`src/rtl/serial_rtype_ctrl.sv`:
```
// rtl/serial_rtype_ctrl.sv - lane-parametrised serial R-type control unit
//
// Purpose: deserialises a 32-bit instruction LANES bits per beat, decodes and
// legality-checks R-type encodings, then sequences the serial execute phase
// and the PC-advance / retire strobes.
//
// Ports:
//   clk, reset           rising-edge clock, asynchronous active-low reset
//   ins_data/ins_valid   instruction slice and its valid flag
//   ins_ready            beat accepted this cycle (FETCH only)
//   hold                 freezes EXEC for the current cycle
//   insbuffer            assembled instruction
//   alu_cont/rs1/rs2/rd  decoded fields, registered in DECODE
//   rs_en/alu_en/rd_en   serial operand / ALU / writeback enables
//   pcload_en            one-cycle PC advance strobe (COMMIT)
//   illegal/done         one-cycle illegal or retire strobe (COMMIT)
//   busy                 state is not FETCH
module serial_rtype_ctrl #(
   parameter int LANES  = 1,
   parameter int DATA_W = 32
) (
   input  logic             clk,
   input  logic             reset,
   input  logic [LANES-1:0] ins_data,
   input  logic             ins_valid,
   output logic             ins_ready,
   input  logic             hold,
   output logic [31:0]      insbuffer,
   output logic [3:0]       alu_cont,
   output logic [4:0]       rs1,
   output logic [4:0]       rs2,
   output logic [4:0]       rd,
   output logic             rs_en,
   output logic             alu_en,
   output logic             rd_en,
   output logic             pcload_en,
   output logic             illegal,
   output logic             done,
   output logic             busy
);

   localparam int FETCH_BEATS = 32 / LANES;
   localparam int EXEC_CYCLES = DATA_W / LANES;
   localparam int CNT_MAX     = (FETCH_BEATS > EXEC_CYCLES) ? FETCH_BEATS : EXEC_CYCLES;
   localparam int CNT_W       = $clog2(CNT_MAX + 1);

   typedef enum logic [1:0] {
      FETCH  = 2'd0,
      DECODE = 2'd1,
      EXEC   = 2'd2,
      COMMIT = 2'd3
   } state_t;

   state_t            r_state;
   state_t            w_state_nxt;
   logic [CNT_W-1:0]  r_cnt;
   logic [31:0]       r_ins;
   logic [31:0]       w_ins_shift;
   logic [3:0]        r_alu_cont;
   logic [4:0]        r_rs1;
   logic [4:0]        r_rs2;
   logic [4:0]        r_rd;
   logic              r_illegal;

   logic              w_beat;
   logic              w_cnt_inc;
   logic              w_cnt_clr;
   logic              w_decode;
   logic              w_legal;
   logic              w_ready;
   logic              w_step;
   logic              w_rd_en;
   logic              w_pcload;
   logic              w_illegal;
   logic              w_done;
   logic              w_busy;

   // New slice enters at the top so the first beat ends up in the low bits.
   generate
      if (LANES == 32) begin : g_full
         assign w_ins_shift = ins_data;
      end else begin : g_part
         assign w_ins_shift = {ins_data, r_ins[31:LANES]};
      end
   endgenerate

   // Only the two base R-type funct7 values; the alternate form exists only
   // for sub (000) and sra (101).
   always_comb begin
      w_legal = 1'b0;
      if (r_ins[6:0] == 7'b0110011) begin
         if (r_ins[31:25] == 7'b0000000) begin
            w_legal = 1'b1;
         end else if (r_ins[31:25] == 7'b0100000) begin
            w_legal = (r_ins[14:12] == 3'b000) || (r_ins[14:12] == 3'b101);
         end
      end
   end

   always_ff @(posedge clk or negedge reset) begin
      if (!reset) begin
         r_state <= FETCH;
      end else begin
         r_state <= w_state_nxt;
      end
   end

   always_comb begin
      w_state_nxt = r_state;
      w_beat      = 1'b0;
      w_cnt_inc   = 1'b0;
      w_cnt_clr   = 1'b0;
      w_decode    = 1'b0;
      w_ready     = 1'b0;
      w_step      = 1'b0;
      w_rd_en     = 1'b0;
      w_pcload    = 1'b0;
      w_illegal   = 1'b0;
      w_done      = 1'b0;
      w_busy      = 1'b1;
      unique case (r_state)
         FETCH: begin
            w_busy  = 1'b0;
            w_ready = reset;
            if (ins_valid) begin
               w_beat = 1'b1;
               if (r_cnt == CNT_W'(FETCH_BEATS - 1)) begin
                  w_cnt_clr   = 1'b1;
                  w_state_nxt = DECODE;
               end else begin
                  w_cnt_inc = 1'b1;
               end
            end
         end
         DECODE: begin
            w_decode    = 1'b1;
            w_state_nxt = w_legal ? EXEC : COMMIT;
         end
         EXEC: begin
            if (!hold) begin
               w_step  = 1'b1;
               w_rd_en = (r_rd != 5'd0);
               if (r_cnt == CNT_W'(EXEC_CYCLES - 1)) begin
                  w_cnt_clr   = 1'b1;
                  w_state_nxt = COMMIT;
               end else begin
                  w_cnt_inc = 1'b1;
               end
            end
         end
         COMMIT: begin
            w_pcload    = 1'b1;
            w_illegal   = r_illegal;
            w_done      = !r_illegal;
            w_state_nxt = FETCH;
         end
         default: w_state_nxt = FETCH;
      endcase
   end

   always_ff @(posedge clk or negedge reset) begin
      if (!reset) begin
         r_cnt      <= '0;
         r_ins      <= '0;
         r_alu_cont <= '0;
         r_rs1      <= '0;
         r_rs2      <= '0;
         r_rd       <= '0;
         r_illegal  <= 1'b0;
      end else begin
         if (w_cnt_clr) begin
            r_cnt <= '0;
         end else if (w_cnt_inc) begin
            r_cnt <= r_cnt + CNT_W'(1);
         end
         if (w_beat) begin
            r_ins <= w_ins_shift;
         end
         if (w_decode) begin
            r_alu_cont <= {r_ins[30], r_ins[14:12]};
            r_rs1      <= r_ins[19:15];
            r_rs2      <= r_ins[24:20];
            r_rd       <= r_ins[11:7];
            r_illegal  <= !w_legal;
         end
      end
   end

   assign insbuffer = r_ins;
   assign alu_cont  = r_alu_cont;
   assign rs1       = r_rs1;
   assign rs2       = r_rs2;
   assign rd        = r_rd;
   assign ins_ready = w_ready;
   assign rs_en     = w_step;
   assign alu_en    = w_step;
   assign rd_en     = w_rd_en;
   assign pcload_en = w_pcload;
   assign illegal   = w_illegal;
   assign done      = w_done;
   assign busy      = w_busy;

endmodule

```
`config.mk`:
```
export PLATFORM = sky130hd
export DESIGN_NAME = serial_rtype_ctrl
export DESIGN_NICKNAME = d
export VERILOG_FILES = /design/src/rtl/serial_rtype_ctrl.sv
export SDC_FILE = /design/constraint.sdc
export NUM_CORES = 1
export LEC_CHECK = 0
export BUFFER_PORTS_ARGS = -buffer_cell sky130_fd_sc_hd__buf_2
export CAP_MARGIN = 20
export CORE_UTILIZATION = 52
export CTS_CLUSTER_SIZE = 25
export DETAILED_ROUTE_END_ITERATION = 6
export PLACE_DENSITY_LB_ADDON = 0.12
export SKIP_CTS_REPAIR_TIMING = 1
export SLEW_MARGIN = 40
export SYNTH_ARGS = -nofsm -noshare
export SYNTH_HDL_FRONTEND = slang
export SYNTH_SLANG_ARGS = --single-unit
```
`constraint.sdc`:
```
create_clock -name clk -period 2.37 [get_ports clk]
set_clock_uncertainty 0.2 [all_clocks]
set_input_delay 0.1185 -clock clk [delete_from_list [all_inputs] [get_ports clk]]
set_output_delay 0.1185 -clock clk [all_outputs]
set_load 0.05 [all_outputs]
```
==> impl_metrics.py <==
metrics = {
    "status": {
        "status": "finished, violations left",
        "violations": "DRC",
    },
    "pwr": {
        "power.total_uw": 4500,
        "clkPwrFrac_pct": 16.0,
        "p_seq_share_pct": 35.7,
        "switching_power_uw": 2100,
        "powerDensity_mw_per_mm2": 1470,
        "vdd_drop_max_mv": 0.832,
        "intPower_uw": 2390,
        "cellLeakagePower_uw": 0.00164,
        "swShare_pct": 46.8,
        "p_comb_share_pct": 48.3,
    },
    "placement": {
        "portBuffers": 63,
        "hpwl_um": 3110,
        "gp_congestion": 0.777,
    },
    "grt": {
        "grt-ovfl-total": 0,
        "grt_usage_pct": 20.3,
        "grt_max_degree": 44,
        "grt_pass1_vias": 1623,
        "antenna_found_initial": 0,
        "grt_pass1_wl_um": 7810,
    },
    "clock_network": {
        "cts.sinks": 60,
        "numCtsBuffers": 9,
        "cts_tree": "done",
        "htreeDepth": 3,
        "clk_path_buf_depth": 2,
        "worst_skew_pair.late_latency_ns": 0.32,
        "root_buffer": "clkbuf_8",
        "path_clk_slew_ns": 0.06,
    },
    "timing": {
        "hold_violations": 0,
        "fin_crit_sh_pct": 82.2,
        "rsz0062_at_grt": "no",
        "slew_headroom_pct": 64.0,
        "setup_violations": 0,
        "timing.final.crit_period_ns": 1.95,
        "worstMarginPinSlew_ns": 0.541,
        "tns_ns": 0,
        "drv_slew": 0,
        "fmax_mhz": 513,
    },
    "setup_path": {
        "crit_path_start_kind": "register",
        "worstPathRequired_ns": 2.05,
        "crit_path_end_kind": "primary output",
        "cp_data_arrival_time_ns": 1.63,
        "r2r_slack_ns": 0.44,
        "max_stage_delay_ns": 0.42,
        "critPathKind": "reg -> out",
        "r2r_start": "r_state[0]$_DFFE_PN0P_",
        "slowest_stage": "dfrtp_1",
        "ff2ff_path_depth": 7,
        "endpoint": "rd_en",
        "path_max_fanout": 5,
        "r2r-end": "r_cnt[5]$_DFFE_PN0P_",
        "crit_path_cell_trace": "inv_1, ha_1, nand2b_1, a21oi_1, buf_2",
        "worstSetupStartpoint": "r_state[0]$_DFFE_PN0P_",
    },
    "synthesis": {
        "ys_types": 31,
        "synthFlopType": "dfrtp_1",
        "synth_area_leaders": "dfrtp_1 (60%), mux2_2 (21%), mux2_1 (2.7%)",
        "avgSynthCellArea_um2": 14.1,
        "synth_cells": 177,
        "ys_seq_area_share_pct": 60.2,
        "async_reset_ff_share_pct": 100,
        "netlist_area_mm2": 0.00250,
        "synth_most_common_cell": "dfrtp_1",
        "yosys_warnings": 0,
        "synth_top_cell_area_share_pct": 60.2,
        "synth_edf_count": 0,
        "netlist_top_cells_count": "dfrtp_1 (60), mux2_2 (46), nand2_1 (10)",
        "yosysTopAreaCell": "dfrtp_1",
        "synthesis.nets": 187,
        "ys_seq_elements": 60,
    },
    "die": {
        "ios": 64,
        "core_mm2": 0.00447,
        "rows": 24,
        "start_util_pct": 55.8,
        "die_w_um": 71.3,
        "die_y_um": 71.3,
        "dieArea_mm2": 0.00508,
    },
    "final_layout": {
        "antenna_cells": 0,
        "multi_input_area_um2": 932,
        "fillers": 336,
        "seqCellArea_mm2": 0.00150,
        "drive_gt1_share_pct": 50.2,
        "synthToLayoutAreaGrowth_pct": 22.2,
        "final_nets": 262,
    },
    "route": {
        "drtIter0Drc": 92,
        "antenna_left": 0,
        "wl_per_cell_um": 15.1,
        "vias_per_cell": 5.49,
        "wirelength_um": 4610,
        "drt-pass1-iter-count": 6,
        "via_count": 1675,
        "drc": 5,
    },
    "worst_hold_path": {
        "hold_start": "hold",
        "hold_class": "in -> reg",
    },
    "flow_run": {
        "cap_violations": 0,
    },
}
==> power by group through the flow <==
stage                     clock, µW  sequential, µW  combinational, µW
after floorplan                   0            2380                922
after CTS                       745            1610               2180
after global routing            787            1660               2310
final                           721            1600               2170
after detailed placement          0            1610               2180
after global placement            0            1600               2140
==> through the flow <==
stage / std cells / cell area (µm²) / util (%) / hold WS (ns) / setup WS (ns)
floorplan: 177 / 2500 / - / -0.377 / 0.388
global placement: 290 / 2870 / 64.2 / -0.125 / 0.487
detailed placement: 290 / 2870 / 64.2 / -0.121 / 0.467
CTS: 302 / 3020 / 67.5 / -0.465 / 0.414
global route: 305 / 3050 / 68.1 / 0.0631 / 0.270
finish: 305 / 3050 / 68.1 / 0.0311 / 0.421
==> logic make-up (layout without fill, tap and decap cells) <==
family                     count (synthesis)  count (layout)  synth area share, %
buffers and inverters                     14              90                 2.51
adders and majority gates                  5               5                 2.51
AOI/OAI and AO/OA                         14              14                 4.41
muxes                                     52              52                 23.5
and+or+nand+nor                           29              29                 5.92
xor gates and xnor gates                   3               3                 1.05
DFF                                       60              60                 60.2
==> critical path, delay by kind of cell, from the launching register on <==
family | cells | cell delay [ns]
compound gates | 1 | 0.15
fa+ha+maj | 1 | 0.21
buf+inv | 2 | 0.38
flops | 1 | 0.42
simple gates | 1 | 0.16
==> final cells by class <==
cell class	count	share of cell area, %
clock buffer	12	4.76
inverter	8	0.985
multi-input combinational	103	30.6
sequential	60	49.2
tap	52	2.13
timing repair buffer	70	12.3
==> registers in the layout, indices dropped and copies added, names as in the netlist <==
signal / cells
insbuffer: 32
rs2: 5
r_state: 2
r_illegal: 1
r_cnt: 6
rd: 5
rs1: 5
alu_cont: 4
==> metal layers <==
metal / GRT usage [%] / part of all wire (%)
met5: 0 / 0
met3: 4.64 / 5.2
met4: 10.0 / 1.4
met2: 30.2 / 46
met1: 28.4 / 48
==> cells in the final DEF (no fill, tap or decap), types with 3 or more instances in the layout <==
| master | instances |
|---|---|
| a21oi_1 | 3 |
| buf_2 | 63 |
| buf_4 | 4 |
| clkbuf_8 | 10 |
| dfrtp_1 | 60 |
| dlygate4sd3_1 | 3 |
| ha_1 | 5 |
| inv_1 | 6 |
| mux2_1 | 6 |
| mux2_2 | 46 |
| nand2_1 | 10 |
| nand3_1 | 3 |
| nor3_1 | 3 |
| o21ai_0 | 3 |
==> worst min-delay path by stage <==
stage                                    to  cells after the start
floorplan           alu_cont[0]$_DFFE_PN0P_                      0
global placement         rs2[4]$_DFFE_PN0P_                      1
detailed placement       rs2[4]$_DFFE_PN0P_                      1
CTS                      rs2[4]$_DFFE_PN0P_                      1
global route         r_state[1]$_DFFE_PN0P_                      3
finish               r_state[0]$_DFFE_PN0P_                      4
(Power assumes the default switching activity.)
